<file path="config.mk">
export PLATFORM = sky130hd
export DESIGN_NAME = pulse_handshake_tx
export DESIGN_NICKNAME = d
export VERILOG_FILES = /design/src/rtl/pulse_handshake_tx.sv
export SDC_FILE = /design/constraint.sdc
export NUM_CORES = 1
export LEC_CHECK = 0
export CORE_UTILIZATION = 35
export CTS_CLUSTER_DIAMETER = 150
export DETAILED_ROUTE_END_ITERATION = 8
export GPL_TIMING_DRIVEN = 0
export HOLD_SLACK_MARGIN = 0.06
export PLACE_DENSITY_LB_ADDON = 0.1
export SETUP_SLACK_MARGIN = 0.05
export SYNTH_ARGS = -nofsm -noshare
export SYNTH_HDL_FRONTEND = slang
export SYNTH_SLANG_ARGS = --single-unit
</file>
<file path="constraint.sdc">
create_clock -name clk -period 3.3 [get_ports clk]
set_input_delay 0.825 -clock clk [delete_from_list [all_inputs] [get_ports clk]]
set_output_delay 0.825 -clock clk [all_outputs]
set_load 0.05 [all_outputs]
</file>
<file path="src/rtl/pulse_handshake_tx.sv">
// Source side of a pulse-to-handshake crossing: queues local event strobes and delivers each one
// to an unrelated clock domain as a complete four-phase req/ack exchange.
module pulse_handshake_tx #(
  parameter int unsigned CNT_W       = 4,
  parameter int unsigned SYNC_STAGES = 2
) (
  input  logic             clk,
  input  logic             reset_n,
  input  logic             event_in,
  input  logic             ack_async,
  input  logic             ovf_clr,
  output logic             req,
  output logic             busy,
  output logic             sent,
  output logic [CNT_W-1:0] pending,
  output logic             overflow
);

  localparam logic [CNT_W-1:0] PendMax  = '1;
  localparam logic [CNT_W-1:0] PendZero = '0;
  localparam logic [CNT_W-1:0] PendOne  = CNT_W'(1);

  if (SYNC_STAGES < 2 || SYNC_STAGES > 4) begin : gen_bad_sync
    $error("SYNC_STAGES must be in 2..4");
  end

  typedef enum logic [1:0] {
    StIdle = 2'd0,
    StReq  = 2'd1,
    StRel  = 2'd2
  } state_e;

  state_e                 state_q, state_d;
  logic                   req_q, req_d;
  logic                   sent_q, sent_d;
  logic [CNT_W-1:0]       pending_q, pending_d;
  logic                   overflow_q, overflow_d;
  logic [SYNC_STAGES-1:0] ack_sync_q, ack_sync_d;

  logic ack_s;
  logic launch;
  logic ovf_set;

  // ack_async is sampled only by the first synchronizer stage.
  assign ack_sync_d = {ack_sync_q[SYNC_STAGES-2:0], ack_async};
  assign ack_s      = ack_sync_q[SYNC_STAGES-1];

  // A stale ack still high from a previous exchange holds off the next launch.
  assign launch = (state_q == StIdle) && (pending_q != PendZero) && !ack_s;

  always_ff @(posedge clk or negedge reset_n) begin
    if (!reset_n) begin
      ack_sync_q <= '0;
    end else begin
      ack_sync_q <= ack_sync_d;
    end
  end

  always_comb begin
    state_d = state_q;
    req_d   = req_q;
    sent_d  = 1'b0;
    unique case (state_q)
      StIdle: begin
        req_d = 1'b0;
        if (launch) begin
          state_d = StReq;
          req_d   = 1'b1;
        end
      end
      StReq: begin
        req_d = 1'b1;
        if (ack_s) begin
          state_d = StRel;
          req_d   = 1'b0;
          sent_d  = 1'b1;
        end
      end
      StRel: begin
        req_d = 1'b0;
        if (!ack_s) begin
          state_d = StIdle;
        end
      end
      default: begin
        state_d = StIdle;
        req_d   = 1'b0;
      end
    endcase
  end

  // An event and a launch on the same edge cancel, which also covers a full counter.
  always_comb begin
    pending_d = pending_q;
    ovf_set   = 1'b0;
    unique case ({event_in, launch})
      2'b10: begin
        if (pending_q == PendMax) begin
          ovf_set = 1'b1;
        end else begin
          pending_d = pending_q + PendOne;
        end
      end
      2'b01:   pending_d = pending_q - PendOne;
      default: pending_d = pending_q;
    endcase
  end

  // A new drop in the same cycle as a clear leaves the flag set.
  always_comb begin
    overflow_d = overflow_q;
    if (ovf_clr) begin
      overflow_d = 1'b0;
    end
    if (ovf_set) begin
      overflow_d = 1'b1;
    end
  end

  always_ff @(posedge clk or negedge reset_n) begin
    if (!reset_n) begin
      state_q    <= StIdle;
      req_q      <= 1'b0;
      sent_q     <= 1'b0;
      pending_q  <= '0;
      overflow_q <= 1'b0;
    end else begin
      state_q    <= state_d;
      req_q      <= req_d;
      sent_q     <= sent_d;
      pending_q  <= pending_d;
      overflow_q <= overflow_d;
    end
  end

  assign req      = req_q;
  assign sent     = sent_q;
  assign pending  = pending_q;
  assign overflow = overflow_q;
  assign busy     = (state_q != StIdle) || (pending_q != PendZero);

endmodule

</file>
After elaboration in Yosys (flattened, before gate mapping)
Cells that the tools add are included.
{ "totals": {"in_bits": 5, "reg_bits": 11} }
{ "classes": {"muxes": 15, "n_reduce_logical": 11, "n_addsub": 2, "eq_ne": 9} }
{ "op_table": {"columns": ["op", "count"], "rows": [
  ["$mux 1", 8],
  ["$ne 2x2->1 const B", 4],
  ["$pmux 4 s2", 1],
  ["$mux 2", 3],
  ["$pmux 2 s3", 1],
  ["$reduce_bool 2->1", 3],
  ["$add 4x1->4 const B", 1],
  ["$eq 2x1->1 const B", 2],
  ["$eq 2x2->1 const B", 2],
  ["$eq 4x4->1 const B", 1],
  ["$mux 4", 1],
  ["$reduce_bool 4->1", 1],
  ["$sub 4x1->4 const B", 1],
  ["$reduce_and 3->1", 1],
  ["$logic_and 1x1->1", 2],
  ["$logic_not 2->1", 1],
  ["$pmux 1 s2", 1],
  ["$reduce_and 2->1", 1],
  ["$logic_not 1->1", 1],
  ["$logic_or 1x1->1", 1]
]} }

Logic depth before layout (Yosys ltp)
{ "depth": {"word_depth": 6, "depth_mapped": 8, "depth_no_buf": 7} }

Least setup slack after synthesis
No wires, ideal clock.
{ "synth_path": {"path_type": "reg-to-output", "start": "register pending_q[1] (netlist: pending[1])", "end": "output busy", "stages_incl_launch_ff": 3, "n_path_buf": 0, "t_arrival_ns": 1.800, "path_slack_ns": 0.675, "cell_sequence": "dfrtp_1 -> or4_1 -> or3_2"} }
{ "synth_between": {"elab_chain_cells": 2} }
{ "synth_lines": {"columns": ["element", "line_no", "source"], "rows": [
  ["from (decl)", "36", "logic [CNT_W-1:0] pending_q, pending_d;"],
  ["from (signal assigned)", "131", "pending_q <= pending_d;"],
  ["$reduce_bool 4->1", "140", "assign busy = (state_q != StIdle) || (pending_q != PendZero);"],
  ["$logic_or 1x1->1", "140", null],
  ["to (decl)", "13", "output logic busy,"]
]} }
No other way between the ends.

Final worst setup path
{ "layout_path": {"start": "register pending_q[0] (netlist: pending[0])", "end": "output busy"} }
The elaborated chain is that of the path after synthesis.

==> flow_summary.json <==
{
  "chipHeight_um": 40.1,
  "final_cell_mix": "dfrtp_1, clkdlybuf4s50_1, nor2_1",
  "hold_class": "reg -> reg",
  "worst-r2r-setup-slack_ns": 1.03,
  "cts_sinks": 11,
  "cts_buffers": 3,
  "fillCellCount": 123,
  "max-vdd-ir-drop_uv": 404,
  "clk_latency_ns": 0.26,
  "p_per_area_nw_per_um2": 969,
  "synth.net_count": 53,
  "cts_tree": "built",
  "grt_pass1_wl_mm": 1.37,
  "drv_cap": 0,
  "coreArea_um2": 1330,
  "postCtsSetupRepairBufs": 0,
  "dieArea_um2": 1610,
  "grt_max_degree": 12,
  "setup_tns_ns": 0,
  "track_usage_pct": 13.6,
  "worst_slew_pin_slew_ns": 0.491,
  "avgSynthCellArea_um2": 10.8,
  "grt_setup_unrepaired": "false",
  "hpwl_um": 655,
  "cts-htree-levels": 1,
  "finalClockSkew_ns": 0.00544,
  "synth_edf_count": 0,
  "crit_path_end_kind": "output pin",
  "yosysUniqueCellTypes": 26,
  "syn_inst": 47,
  "portBuffers": 11,
  "final_util_pct": 49.7,
  "rows": 13,
  "grt_use_met3_pct": 8.33,
  "yosysSeqAreaShare_pct": 54.1,
  "async_flop_share_pct": 100,
  "antenna_cells": 0,
  "worstPathArrival_ns": 2.17,
  "path_clk_slew_ns": 0.07,
  "status": "finished, final reports clean",
  "drive_gt1_share_pct": 11.3,
  "crit_type": "reg -> out",
  "max_slew_margin_pct": 67.2,
  "wl_per_cell_um": 11.3,
  "p_leak_nw": 0.271,
  "setup_violations": 0,
  "nets": 69,
  "clock.fmax_mhz": 334,
  "synth.yosys.warnings": 0,
  "grt_pass1_vias": 316,
  "wirelength_um": 871,
  "fin_ws_ns": 0.303,
  "via_count": 398,
  "antenna_found_initial": 0,
  "use_met1_pct": 18.4,
  "drt_iter0_drc": 9,
  "grtUsageMet2_pct": 18.1,
  "clockBufferDepth": 2,
  "area_growth_pct": 30.2,
  "ant_nets": 0,
  "syn_area_um2": 509,
  "viasPerCell": 5.17,
  "preCtsSetupSlack_ns": 0.304,
  "synth_seq_cells": 11,
  "slew_viol_final": 0,
  "grt_overflow": 0,
  "hold_violations": 0,
  "first_pass_iters": 2,
  "ys.flop_type": "dfrtp_1",
  "initial_core_util_pct": 38.2,
  "die_w_um": 40.1,
  "fin_crit_sh_pct": 90.8,
  "crit_required_ns": 2.47,
  "drc": 0,
  "gp_congestion": 0.802,
  "pin_count": 13,
  "mostFrequentLayoutCell": "dfrtp_1",
  "cts-root-buf": "clkbuf_4",
  "grt-busiest-layer": "met1",
  "worstSetupStartpointType": "register",
  "cp_max_fo": 8,
  "period_minus_slack_ns": 3.00
}
## power by group
group	switching, mW	internal (mW)	total [mW]
Combinational	0.194	0.122	0.317
Sequential	0.0633	0.176	0.239
Clock	0.0402	0.0466	0.0869
Total	0.298	0.345	0.642
## logic make-up after synthesis
logic type,count (synthesis),synth area share (%)
buffers and inverters,3,2.95
XOR/XNOR,3,5.16
AO/OA/AOI/OAI,10,13.5
adder cells (fa/ha/maj),1,2.46
AND/OR/NAND/NOR,19,21.9
flip-flops,11,54.1
## synthesized netlist by cell type, types with 2 or more instances
library cell / n / share of area, %
or3_1: 2 / 2.5
dfrtp_1: 11 / 54
nand2_1: 3 / 2.2
nor2_1: 4 / 2.9
xor2_1: 2 / 3.4
nor3_1: 2 / 2.0
a211oi_1: 2 / 2.9
inv_1: 2 / 1.5
a21oi_1: 2 / 2.0
## area by class of cell
class,count,area (um2),area share [%]
Sequential cell,11,275,41.5
Inverter,2,7.51,1.13
Clock buffer,4,26.3,3.96
Tap cell,15,18.8,2.83
Buffer,1,7.51,1.13
Multi-Input combinational cell,33,219,33.0
Timing Repair Buffer,11,109,16.4
## stage by stage
stage	cell area [um2]	total power [mW]	hold WS, ns	cells
after floorplan	509	0.457	0.331	47
after global placement	638	0.558	0.333	73
after detailed placement	638	0.561	0.337	73
after CTS	663	0.649	0.352	77
after global routing	663	0.693	0.367	77
final	663	0.642	0.349	77
## per-layer routing
layer	vias to the layer above	routed length [um]
met1	182	444
met5	-	0
met3	0	62
met4	0	0
li1	203	-
met2	13	364
## worst max-delay path, stage by stage, from the launching register on
cell	delay, ns
dfrtp_1	0.48
or4_1	0.59
or3_2	0.42
dlygate4sd2_1	0.43
## state kept, by name (all words and copies together) (netlist names)
name	flops
state_q	2
ack_sync_q	2
sent	1
pending	4
overflow	1
req	1
## repair_timing
item | 4_1_cts | 5_1_grt
endpoints found under the setup margin | 1 | 0
gates resized for setup | 1 | 0
hold buffers | 0 | 0
## path summary, 6_finish.rpt
| kind | from | end | cells after the start |
|---|---|---|---|
| hold reg to reg | ack_sync_q[0] | ack_sync_q[1] | 0 |
| min in group asynchronous | reset_n | overflow | 1 |
| max in group asynchronous | reset_n | ack_sync_q[0] | 1 |
| setup / recovery | pending[0] | busy | 3 |
| hold / removal | ack_sync_q[0] | ack_sync_q[1] | 0 |
| setup reg to reg | pending[0] | pending[2] | 7 |
Note: power is estimated with default switching activity, not from simulation.
